--- config.mk ---
export PLATFORM = sky130hd
export DESIGN_NAME = aqp_clken_gen
export DESIGN_NICKNAME = d
export VERILOG_FILES = /design/src/rtl/aqp_clk_pkg.sv /design/src/rtl/aqp_clken_ch.sv /design/src/rtl/aqp_clken_gen.sv
export SDC_FILE = /design/constraint.sdc
export NUM_CORES = 1
export LEC_CHECK = 0
export CAP_MARGIN = 20
export CORE_UTILIZATION = 50
export CTS_CLUSTER_SIZE = 24
export DETAILED_ROUTE_END_ITERATION = 8
export GPL_ROUTABILITY_DRIVEN = 0
export GPL_TIMING_DRIVEN = 0
export PLACE_DENSITY_LB_ADDON = 0.25
export REMOVE_ABC_BUFFERS = 1
export SYNTH_ARGS = -nofsm -noshare
export SYNTH_HDL_FRONTEND = slang
export SYNTH_HIERARCHICAL = 1
export SYNTH_SLANG_ARGS = --single-unit
--- constraint.sdc ---
create_clock -name clk -period 6.6 [get_ports clk]
set_clock_uncertainty 0.1 [all_clocks]
set_input_delay 1.65 -clock clk [delete_from_list [all_inputs] [get_ports clk]]
set_output_delay 1.65 -clock clk [all_outputs]
set_load 0.01 [all_outputs]
--- src/rtl/aqp_clk_pkg.sv ---
// Shared types and constants for the aq32 clock-enable generator.
// Rate constants assume the 28.63636 MHz system clock and 24-bit accumulators.
package aqp_clk_pkg;

  typedef enum logic [1:0] {
    ST_WAIT_LOCK = 2'd0,
    ST_STABLE    = 2'd1,
    ST_RUN       = 2'd2
  } seq_state_e;

  function automatic int ch_width(input int n);
    return (n <= 1) ? 1 : $clog2(n);
  endfunction

  // incr = f_out / f_clk * 2^24
  localparam logic [23:0] INCR_7M16   = 24'h400000;  // f_clk/4
  localparam logic [23:0] INCR_3M58   = 24'h200000;  // f_clk/8, NTSC colour burst
  localparam logic [23:0] INCR_1M79   = 24'h100000;  // f_clk/16
  localparam logic [23:0] INCR_115K2  = 24'h0107A6;  // 16x oversample base for 7.2 kbaud-class UART

endpackage

--- src/rtl/aqp_clken_ch.sv ---
// One phase-accumulator channel: active/pending increment, enable, and
// carry-aligned application of pending writes so rate changes never glitch.
module aqp_clken_ch
  import aqp_clk_pkg::*;
#(
  parameter int ACC_WIDTH = 24
) (
  input  logic                 clk,
  input  logic                 reset,
  input  logic                 run_i,
  input  logic                 sync_i,
  input  logic                 wr_i,
  input  logic                 wr_en_i,
  input  logic [ACC_WIDTH-1:0] wr_incr_i,
  output logic                 clken_o
);

  logic [ACC_WIDTH-1:0] acc_q, acc_d, incr_q, incr_d, pincr_q, pincr_d;
  logic                 en_q, en_d, pen_q, pen_d, pvld_q, pvld_d, clken_q, clken_d;
  logic [ACC_WIDTH:0]   sum;

  always_comb begin
    sum     = {1'b0, acc_q} + {1'b0, incr_q};
    acc_d   = acc_q;
    incr_d  = incr_q;
    en_d    = en_q;
    pincr_d = pincr_q;
    pen_d   = pen_q;
    pvld_d  = pvld_q;
    clken_d = 1'b0;
    if (!run_i || sync_i || !en_q) begin
      // Idle or realigning: no period is in flight, so a pending value is safe now.
      acc_d = '0;
      if (pvld_q) begin
        incr_d = pincr_q;
        en_d   = pen_q;
        pvld_d = 1'b0;
      end
    end else begin
      acc_d   = sum[ACC_WIDTH-1:0];
      clken_d = sum[ACC_WIDTH];
      if (sum[ACC_WIDTH] && pvld_q) begin
        incr_d = pincr_q;
        en_d   = pen_q;
        pvld_d = 1'b0;
        if (!pen_q) acc_d = '0;
      end
    end
    if (wr_i) begin
      if (run_i && en_q) begin
        pincr_d = wr_incr_i;
        pen_d   = wr_en_i;
        pvld_d  = 1'b1;
      end else begin
        incr_d = wr_incr_i;
        en_d   = wr_en_i;
      end
    end
  end

  always_ff @(posedge clk or posedge reset) begin
    if (reset) begin
      acc_q   <= '0;
      incr_q  <= '0;
      pincr_q <= '0;
      en_q    <= 1'b0;
      pen_q   <= 1'b0;
      pvld_q  <= 1'b0;
      clken_q <= 1'b0;
    end else begin
      acc_q   <= acc_d;
      incr_q  <= incr_d;
      pincr_q <= pincr_d;
      en_q    <= en_d;
      pen_q   <= pen_d;
      pvld_q  <= pvld_d;
      clken_q <= clken_d;
    end
  end

  assign clken_o = clken_q;

endmodule

--- src/rtl/aqp_clken_gen.sv ---
// Multi-channel clock-enable generator with PLL lock sequencer.
// Define AQP_CLKEN_PHASE_SYNC_EN to add the phase_sync alignment input.
module aqp_clken_gen
  import aqp_clk_pkg::*;
#(
  parameter int NUM_CH      = 4,
  parameter int ACC_WIDTH   = 24,
  parameter int LOCK_WAIT   = 1024,
  parameter int SYNC_STAGES = 2
) (
  input  logic                          clk,
  input  logic                          reset,
  input  logic                          pll_locked,
`ifdef AQP_CLKEN_PHASE_SYNC_EN
  input  logic                          phase_sync,
`endif
  input  logic                          cfg_wr,
  input  logic [ch_width(NUM_CH)-1:0]   cfg_ch,
  input  logic                          cfg_en,
  input  logic [ACC_WIDTH-1:0]          cfg_incr,
  output logic [NUM_CH-1:0]             ch_clken,
  output logic                          sys_reset,
  output logic                          ready
);

  localparam int CH_W  = ch_width(NUM_CH);
  localparam int CNT_W = $clog2(LOCK_WAIT) + 1;

  logic [SYNC_STAGES-1:0] sync_q;
  logic                   lock_s;
  seq_state_e             state_q, state_d;
  logic [CNT_W-1:0]       cnt_q, cnt_d;
  logic                   sys_reset_q, ready_q;
  logic                   run, psync;

  always_ff @(posedge clk or posedge reset) begin
    if (reset) sync_q <= '0;
    else       sync_q <= {sync_q[SYNC_STAGES-2:0], pll_locked};
  end
  assign lock_s = sync_q[SYNC_STAGES-1];

  always_comb begin
    state_d = state_q;
    cnt_d   = cnt_q;
    case (state_q)
      ST_WAIT_LOCK:
        if (lock_s) begin
          state_d = ST_STABLE;
          cnt_d   = CNT_W'(1);
        end
      ST_STABLE:
        if (!lock_s) begin
          state_d = ST_WAIT_LOCK;
          cnt_d   = '0;
        end else if (cnt_q == CNT_W'(LOCK_WAIT - 1)) begin
          state_d = ST_RUN;
        end else begin
          cnt_d = cnt_q + CNT_W'(1);
        end
      ST_RUN:
        if (!lock_s) begin
          state_d = ST_WAIT_LOCK;
          cnt_d   = '0;
        end
      default: begin
        state_d = ST_WAIT_LOCK;
        cnt_d   = '0;
      end
    endcase
  end

  always_ff @(posedge clk or posedge reset) begin
    if (reset) begin
      state_q     <= ST_WAIT_LOCK;
      cnt_q       <= '0;
      sys_reset_q <= 1'b1;
      ready_q     <= 1'b0;
    end else begin
      state_q     <= state_d;
      cnt_q       <= cnt_d;
      sys_reset_q <= (state_d != ST_RUN);
      ready_q     <= (state_d == ST_RUN);
    end
  end

  // Channels count only while staying in RUN, so lock loss clears them on the same edge.
  assign run = (state_q == ST_RUN) && (state_d == ST_RUN);

`ifdef AQP_CLKEN_PHASE_SYNC_EN
  assign psync = phase_sync && (state_q == ST_RUN);
`else
  assign psync = 1'b0;
`endif

  for (genvar i = 0; i < NUM_CH; i++) begin : g_ch
    aqp_clken_ch #(.ACC_WIDTH(ACC_WIDTH)) u_ch (
      .clk       (clk),
      .reset     (reset),
      .run_i     (run),
      .sync_i    (psync),
      .wr_i      (cfg_wr && (cfg_ch == CH_W'(i))),
      .wr_en_i   (cfg_en),
      .wr_incr_i (cfg_incr),
      .clken_o   (ch_clken[i])
    );
  end

  assign sys_reset = sys_reset_q;
  assign ready     = ready_q;

endmodule

### Word-level counts from Yosys, hierarchy flattened

Index checks and enable logic that the tools add are counted.

* register bits: 321
* output and inout bits: 6

* $add $sub $neg: 5
* equality and inequality tests: 11
* muxes and demuxes: 82
* reductions and logical operators: 29

Operators by type and width (number)
* 24-bit 2-to-1 mux: 32
* 24-bit by 24-bit adder with 25-bit output: 4
* 11-bit 2-to-1 mux: 4
* 1-bit 2-to-1 mux: 40
* 11-bit case mux with 3 select lines: 1
* 1-bit logical AND: 13
* 11-bit by 1-bit adder with 11-bit output, second input constant: 1
* 11-bit by 10-bit equality test with 1-bit output, second input constant: 1
* 2-bit equality test, second input constant: 4
* 2-bit 2-to-1 mux: 4
* 2-bit AND reduction: 4
* 2-bit != test, second input constant: 3
* 2-bit case mux with 3 select lines: 1
* 1-bit zero test: 5
* 2-bit by 1-bit equality test with 1-bit output, second input constant: 2
* 2-bit zero test: 2
* 1-bit logical OR: 4
* 3-bit != test, second input constant: 1
* 3-bit AND reduction: 1

### Longest topological paths before layout

Gate-level depths: netlist of the first run.

* word-level depth: 11
* gate-level depth with buffers: 10
* depth with buffers taken out: 9

### Hierarchy

The synthesis of the first run kept the hierarchy.

Modules (own cells, without submodules)
* aqp_clken_ch (g_ch[2].u_ch ...): times used 2, cells each 444, area an instance 4384.2 um^2
* aqp_clken_ch (g_ch[1].u_ch): times used 1, cells each 459, area an instance 4559.4 um^2
* aqp_clken_ch (g_ch[0].u_ch): times used 1, cells each 392, area an instance 4179.0 um^2
* aqp_clken_gen: times used 1, cells each 107, area an instance 982.2 um^2

### Least setup slack after synthesis of the first run

No wires, ideal clock.

* path type: input port to flip-flop
* start: input port cfg_wr
* end: register g_ch[3].u_ch.pincr_q[10]
* setup time: 0.125 ns
* arrival: 2.780 ns
* slack: 3.595 ns
* cell stages on the path: 4
* path through: and3_1 nand3_1 clkbuf_1 mux2_2

* word-level cells in the longest chain between the ends: 2

RTL lines
* start, declared: line aqp_clken_gen.sv:17 `input logic cfg_wr,`
* 1-bit logical AND: line aqp_clken_gen.sv:101 `.wr_i (cfg_wr && (cfg_ch == CH_W'(i))),`
* 2-bit AND reduction (no line)
* end signal, assigned: line aqp_clken_ch.sv:73 `pincr_q <= pincr_d;`
* end, declared: line aqp_clken_ch.sv:18 `logic [ACC_WIDTH-1:0] acc_q, acc_d, incr_q, incr_d, pincr_q, pincr_d;`

Every way passes these cells.
A chain may end at the register's enable or synchronous reset.

### Final worst setup path of the first run

* start: input port cfg_wr
* end: register g_ch[0].u_ch.pincr_q[8]

* word-level cells in the longest chain between the ends: 2

RTL lines (line)
* 1-bit logical AND: aqp_clken_gen.sv:101
* 2-bit AND reduction (no line)
* end signal, assigned: aqp_clken_ch.sv:73
* end, declared: aqp_clken_ch.sv:18

Every way passes these cells.

==> results of run 1 <==
==> where the power goes <==
| group | total (uW) | switching (uW) | internal (uW) |
|---|---|---|---|
| logic | 749 | 464 | 285 |
| clock network | 2130 | 851 | 1280 |
| registers | 2180 | 101 | 2080 |
==> registers in the layout (all words and copies together), names as in the netlist <==
name / count
state_q: 2
sync_q: 2
ready: 1
g_ch.u_ch/en_q: 4
g_ch.u_ch/clken_o: 4
cnt_q: 11
g_ch.u_ch/pen_q: 4
g_ch.u_ch/pincr_q: 96
g_ch.u_ch/pvld_q: 4
sys_reset: 1
g_ch.u_ch/acc_q: 96
g_ch.u_ch/incr_q: 96
==> worst register-to-register path, cell delays in order (launching register included) <==
cell and delay, ps:
dfrtp_1 380, ha_1 230, fa_1 440, a211oi_2 210, o21ai_1 200, o211ai_2 300
a21oi_2 130, o21ai_4 910, mux2i_1 280, a21oi_1 90
==> layout make-up <==
type                            count  area (um2)
Clock buffer                       52        1090
Clock inverter                     14         176
Fill cell                        3165       16100
Inverter                           39         156
Multi-Input combinational cell   1408        9800
Sequential cell                   321        8030
Tap cell                          468         586
Timing Repair Buffer               46         569
==> path summary, 6_finish.rpt <==
path                                                  start                                  end  slack, ps  depth (start not counted)
min reg2reg                             sync_q[0]$_DFF_PP0_                  sync_q[1]$_DFF_PP0_        260                          0
max in group asynchronous                             reset      g_ch[3].u_ch/acc_q[5]$_DFF_PP0_       4050                          3
max                                                  cfg_wr  g_ch[0].u_ch/pincr_q[8]$_DFFE_PP0P_       2840                          5
max reg2reg                g_ch[0].u_ch/incr_q[0]$_DFF_PP0_    g_ch[0].u_ch/incr_q[17]$_DFF_PP0_       3150                          9
min in group asynchronous                             reset    g_ch[1].u_ch/incr_q[20]$_DFF_PP0_       1700                          2
min                                     sync_q[0]$_DFF_PP0_                  sync_q[1]$_DFF_PP0_        260                          0
==> cell usage in the layout (no fill, tap or decap), drive strengths merged, types with 6 or more instances in the layout <==
master         instances
and3                  16
o21bai                12
a211o                 10
a31oi                 89
xnor2                 29
or3                   10
and2                   8
buf                   10
conb                   9
ha                    97
o221ai                 6
nor4                  13
a21boi                10
clkdlybuf4s50         36
clkinv                 9
nand3                109
a21o                  45
dfrtp                320
nor3                  37
inv                   40
mux2i                 29
nor3b                 10
mux2                 102
nor2                 209
or2                    9
xor2                  23
clkbuf                52
a211oi                27
nand3b                 6
o211ai                15
nand2                 86
o21a                  21
and4                   7
a21oi                132
nand2b                 8
o21ai                141
nand4                 18
==> logic make-up after synthesis <==
kind of cell             share of synthesized area, %
AO/OA/AOI/OAI                                    20.5
XOR/XNOR                                         2.46
adder cells (fa/ha/maj)                          7.00
buffers and inverters                            3.75
flip-flops                                       43.5
multiplexers                                     7.78
other                                          0.0203
AND/OR/NAND/NOR                                  15.1
==> routing by layer <==
layer	global-route usage, %	vias up	part of all wire (%)
met3	3.52	89	4.6
met1	32.5	7088	45
met5	0	-	0
met4	8.91	0	3.3
li1	-	6823	-
met2	39.7	327	47
==> cell usage after synthesis (all sizes together), types with 4 or more instances <==
| cell | instances | share of area (%) |
|---|---|---|
| o221ai | 6 | 0.35 |
| xor2 | 23 | 1.1 |
| and3 | 16 | 0.55 |
| or3 | 10 | 0.34 |
| nand2 | 86 | 1.8 |
| o21bai | 12 | 0.49 |
| nand2b | 8 | 0.27 |
| nor3 | 37 | 1.0 |
| clkbuf | 32 | 0.68 |
| or2 | 9 | 0.30 |
| and3b | 5 | 0.24 |
| a31o | 5 | 0.24 |
| nand3 | 109 | 3.2 |
| a21o | 45 | 1.8 |
| nor3b | 10 | 0.46 |
| nand4 | 18 | 0.69 |
| o2111ai | 5 | 0.24 |
| buf | 49 | 2.0 |
| o21ai | 141 | 4.0 |
| mux2 | 102 | 6.2 |
| o21a | 21 | 0.93 |
| fa | 4 | 0.43 |
| a31oi | 89 | 3.2 |
| inv | 39 | 0.79 |
| nor2 | 209 | 4.3 |
| xnor2 | 29 | 1.4 |
| a211oi | 27 | 1.4 |
| a211o | 10 | 0.47 |
| a21boi | 10 | 0.53 |
| a21oi | 132 | 4.0 |
| mux2i | 29 | 1.6 |
| nor4 | 13 | 0.70 |
| and4 | 7 | 0.33 |
| o211ai | 15 | 0.79 |
| dfrtp | 320 | 43 |
| ha | 97 | 6.6 |
| and2 | 8 | 0.27 |
| nand3b | 6 | 0.26 |
==> per-stage QoR <==
stage               hold slack (ps)  setup slack [ps]
finish                          258              2840
global route                    279              2600
CTS                             263              2820
detailed placement              240              2220
global placement                247              1330
floorplan                       231              2910
==> results.md, run 1 <==
* Diodes inserted at 0
* Routed wire length at 45.5 mm
* Post-route DRC violation count at 0
* Crit-path max cell delay at 740 ps
* Hold Buf Count CTS at 0
* Max Cap Viol at 0
* Slew headroom at 23.4%
* Final Non-Filler Cells at 2348
* Total power at 5060 uW
* Antenna violations before repair at 0
* Fin crit period at 3760 ps
* CP required at 6920 ps
* Drt pass-1 iters at 5
* Area growth, synth to finish at 10.4%
* CP Max Fanout at 18
* Fin nets at 1986
* Final Cycle Share at 57.0%
* YS warnings at 6
* Number of I/O pins at 37
* CP Capture Type: flop
* TNS Setup at 0 ps
* Worst Tran Pin Value at 1140 ps
* Clk sinks at 321
* Leakage Power at 0.00979 uW
* Max Clock Freq at 266 MHz
* Pin count of the biggest net entering global routing at 61
* Detailed Place HPWL at 30.7 mm
* Seq/Total Area, Yosys at 43.5%
* Overflow after GRT at 0
* Top FF cell, synth: dfrtp_1
* Clock-pin slew on the worst setup and hold paths at 60 ps
* GRT Util Overall at 24.2%
* Non-Filler Cell Area, Final at 20400 um2
* Outcome: complete, no violations
* RSZ-0062 raised after global routing: no
* VDD IR-drop max at 0.000283 V
* Ys async rst share at 100%
* Clock Latency Late Sink at 540 ps
* Worst hold-check path type: reg2reg
* CTS tree: built
* Die footprint at 37800 um2
* Top Family by Delay on Critical Path: simple AND/OR/NAND/NOR gates
* Final Setup Violations at 0
* Clock Tree Buf Depth at 3
* # H-tree levels at 2
* Placed Cells at 2280
* Antenna Violating Nets Remaining at 0
* Signal arrival time at the worst endpoint at 4080 ps
* Post-Synthesis Cells at 1846
* Post-synthesis cell type count at 99
* Layout cells sized above 1 at 14.3%
* Core box area at 36500 um2
* Final core utilization at 55.9%
* CP Class: in2reg
* Detailed router's first-iteration violation count at 835
* Number of flops mapped to enable cells by yosys at 0
* Average cell area after synthesis at 10.0 um2
* Total CTS buffers at 38
* Die height at 194 um
* Setup crit start kind: primary input
* Post-cts sizing count at 0
* Vias in the first global route at 14000
* #FFs+latches synth at 321
* CTS root buffer: clkbuf_16
* Initial core utilization at 50.6%
* Vias/cell at 6.10
* Vias at 14300
* Slowest CP cell: nand3_1
* Post-CTS Repair Setup Buffers at 0
* Post-Syn Area at 18500 um2
* Die X at 194 um
* DR WL/cell at 19.4 um
* Placed cell areas at 19100 um2
* Crit-path cells: clkdlybuf4s50_1 -> nor3b_1 -> nand3_1 -> buf_8 -> mux2_2
* First-pass GRT wire length at 73.4 mm
* Core Rows at 70
* Combined buffer and inverter count along the critical path at 2
* Port Buf Inserts at 36
* PwrDens at 248 nW/um2
* Final Hold Fails at 0
* Fin. max-slew vios at 0
No activity file was read; power rests on OpenSTA's default activity.
==> run 2: changes to the inputs <==
Clock period 6.6 ns to 3.9 ns, I/O delays scaled along.
==> results of run 2 <==
Same layout as run 1 (identical final DEF). Status: complete, no violations.
Among the figures that moved: setup slack after placement 2220 ps -> 198 ps; setup slack after layout 2840 ps -> 447 ps; start point of the critical path cfg_wr -> g_ch[0].u_ch/incr_q[0]$_DFF_PP0_; end point of the critical path g_ch[0].u_ch/pincr_q[8]$_DFFE_PP0P_ -> g_ch[0].u_ch/incr_q[17]$_DFF_PP0_; register-to-register setup slack 3150 ps -> 450 ps; total power 5060 uW -> 8570 uW; worst IR drop on VDD 0.000283 V -> 0.000478 V
==> run 3: changes to the inputs <==
Settings changed: CTS_CLUSTER_DIAMETER from default to 40, SYNTH_HIERARCHICAL 1 to default.
Clock period 3.9 ns to 4.4 ns, I/O delays scaled along.
==> run 3 against run 2 <==
  * Critical path type unchanged
  * Sequential power is 11% lower
  * Sequential share of layout area fell by 0.069 points
  * Register-to-register slack lost 30 ps
  * Critical endpoint is now g_ch[2].u_ch.acc_q[23]$_DFF_PP0_
  * Final area increased by 0.19%
==> results.md, run 3 <==
* CP Capture Type: flop
* Slew headroom at 27.9%
* Hold Buf Count CTS at 0
* Antenna Violating Nets Remaining at 0
* Post-synthesis cell type count at 70
* Routed wire length at 42.1 mm
* Die footprint at 36200 um2
* Post-synth top area share at 45.1%
* Max Cap Viol at 0
* Cell Int Power at 6100 uW
* Sw Ratio at 27.1%
* Commonest cells after routing, fill and taps aside: dfrtp_1 (319), mux2_2 (172), nor2_1 (145)
* Die height at 190 um
* Drt pass-1 iters at 5
* Post-Syn Area at 17700 um2
* CTS root buffer: clkbuf_16
* Placed Cells at 2110
* Die X at 190 um
* CP Class: reg2reg
* Comb power frac at 12.5%
* Average cell area after synthesis at 10.5 um2
* CP Max Fanout at 25
* YS warnings at 0
* Fin nets at 1838
* # H-tree levels at 2
* Placed cell areas at 18700 um2
* Top cells by count, synth: dfrtp_1 (320), mux2_2 (172), nor2_1 (153), nand2_1 (140), ha_1 (97)
* Worst Tran Pin Value at 1080 ps
* Worst hold-check path type: reg2reg
* CTS tree: built
* Total power at 8360 uW
* Number of I/O pins at 37
* Non-Filler Cell Area, Final at 20500 um2
* Detailed router's first-iteration violation count at 734
* First-pass GRT wire length at 68.6 mm
* Vias/cell at 5.93
* Max Clock Freq at 251 MHz
* Layout cells sized above 1 at 18.8%
* NetSw at 2260 uW
* Core box area at 34700 um2
* Final Cycle Share at 90.6%
* PwrDens at 409 nW/um2
* Number of flops mapped to enable cells by yosys at 0
* Leakage Power at 0.00959 uW
* Cell taking the most area after synthesis: dfrtp_1
* Clock Latency Late Sink at 570 ps
* CP required at 4750 ps
* Commonest non-fill, non-tap cell in the layout: dfrtp_1
* Clock Tree Buf Depth at 3
* Vias in the first global route at 13100
* Clk sinks at 321
* Top-count cell post-synth: dfrtp_1
* Hold path startpoint: sync_q[0]$_DFF_PP0_
* Fin. max-slew vios at 0
* VDD IR-drop max at 0.000326 V
* Fill count at 2860
* Detailed Place HPWL at 27.5 mm
* Setup crit start kind: flop
* Top FF cell, synth: dfrtp_1
* Initial core utilization at 51.1%
* Top post-synthesis cells by area: dfrtp_1 (45%), mux2_2 (11%), ha_1 (6.8%), nor2_1 (3.2%), nand2_1 (3.0%)
* Clk pwr share at 48.2%
* Overflow after GRT at 0
* Clock-pin slew on the worst setup and hold paths at 60 ps
* Antenna violations before repair at 1
* Post-Synthesis Cells at 1695
* Final Setup Violations at 0
* Post-route DRC violation count at 0
* Final core utilization at 58.9%
* Vias at 13100
* Signal arrival time at the worst endpoint at 4340 ps
* Final Hold Fails at 0
* Total CTS buffers at 49
* Port Buf Inserts at 36
* GRT Util Overall at 23.7%
* Pin count of the biggest net entering global routing at 121
* RSZ-0062 raised after global routing: no
* Final Non-Filler Cells at 2203
* Area growth, synth to finish at 15.3%
* Sequential power share at 39.3%
* Seq/Total Area, Yosys at 45.3%
* #FFs+latches synth at 321
* Fin crit period at 3990 ps
* Ys async rst share at 100%
* Outcome: complete, no violations
* DR WL/cell at 19.1 um
* Core Rows at 68
[run 3: cell count changes in the layout (fill, tap and decap cells not counted), moves of 43 or more]
cell / previous run / this run
nor2_1: 207 / 145
nand3_1: 101 / 14
o21ai_1: 44 / 1
mux2_2: 102 / 172
nand2_1: 81 / 140
a31oi_1: 87 / 37
[run 3: worst paths after layout]
check                                                    to  depth (start not counted)  slack (ps)
min reg2reg                             sync_q[1]$_DFF_PP0_                          0         280
min                                     sync_q[1]$_DFF_PP0_                          0         280
max reg2reg                g_ch[2].u_ch.acc_q[23]$_DFF_PP0_                         12         410
max in group asynchronous                         async pin                          4        1640
min in group asynchronous                         async pin                          2        1000
max                        g_ch[2].u_ch.acc_q[23]$_DFF_PP0_                         12         410
[run 3: cells by family after synthesis]
group | Yosys count | synth area share, %
AOI/OAI and AO/OA | 405 | 15.7
xor gates and xnor gates | 70 | 3.45
adders and majority gates | 101 | 7.29
DFF | 321 | 45.3
and+or+nand+nor | 473 | 12.4
buffers and inverters | 130 | 3.10
muxes | 195 | 12.8
[run 3: timing repair]
item	CTS	global route
buffers inserted	0	0
resized for setup	0	3
endpoints found under the setup margin	0	39
[run 3: cell type report]
class	count	area, um2	share of cell area (%)
antenna	1	2.50	0.0122
clock buffer	54	1270	6.23
clock inverter	38	454	2.22
inverter	37	146	0.716
multi-input combinational	1244	9230	45.1
sequential	321	8040	39.3
tap	455	569	2.78
timing repair buffer	53	748	3.66
[run 3: metal layers]
metal  vias up  track usage (%)  routed length, um
met3        62             3.72               1930
met4         0             8.80               1290
met5         -                0                  0
met2       280             39.3              20000
met1      6553             31.4              18900
li1       6178                -                  -
[run 3: power by group through the flow]
stage / combinational, uW / sequential, uW / clock (uW)
2_1_floorplan: 795 / 3280 / 0
3_3_place_gp: 982 / 3330 / 0
3_5_place_dp: 1040 / 3330 / 0
4_1_cts: 1050 / 3280 / 4100
5_1_grt: 1170 / 3300 / 4230
6_report: 1050 / 3280 / 4030
[run 3: per-stage QoR]
| stage | worst slack (ps) | hold slack (ps) | TNS, ps |
|---|---|---|---|
| floorplan | -5680 | 231 | -1821680 |
| global placement | -9890 | 244 | -3219890 |
| detailed placement | 132 | 253 | 0 |
| CTS | 66.7 | 291 | 0 |
| global route | 226 | 296 | 0 |
| finish | 415 | 277 | 0 |
[run 3: worst max-delay path, stage by stage, from the launching register on]
cell and delay (ps):
dfrtp_1 380, ha_1 180, inv_1 50, fa_1 390
nand2b_1 180, a21oi_1 180, o21ai_0 180, a211oi_1 530
a221oi_1 310, nor3_1 410, o22a_2 590, nor2b_1 100
mux2_2 280
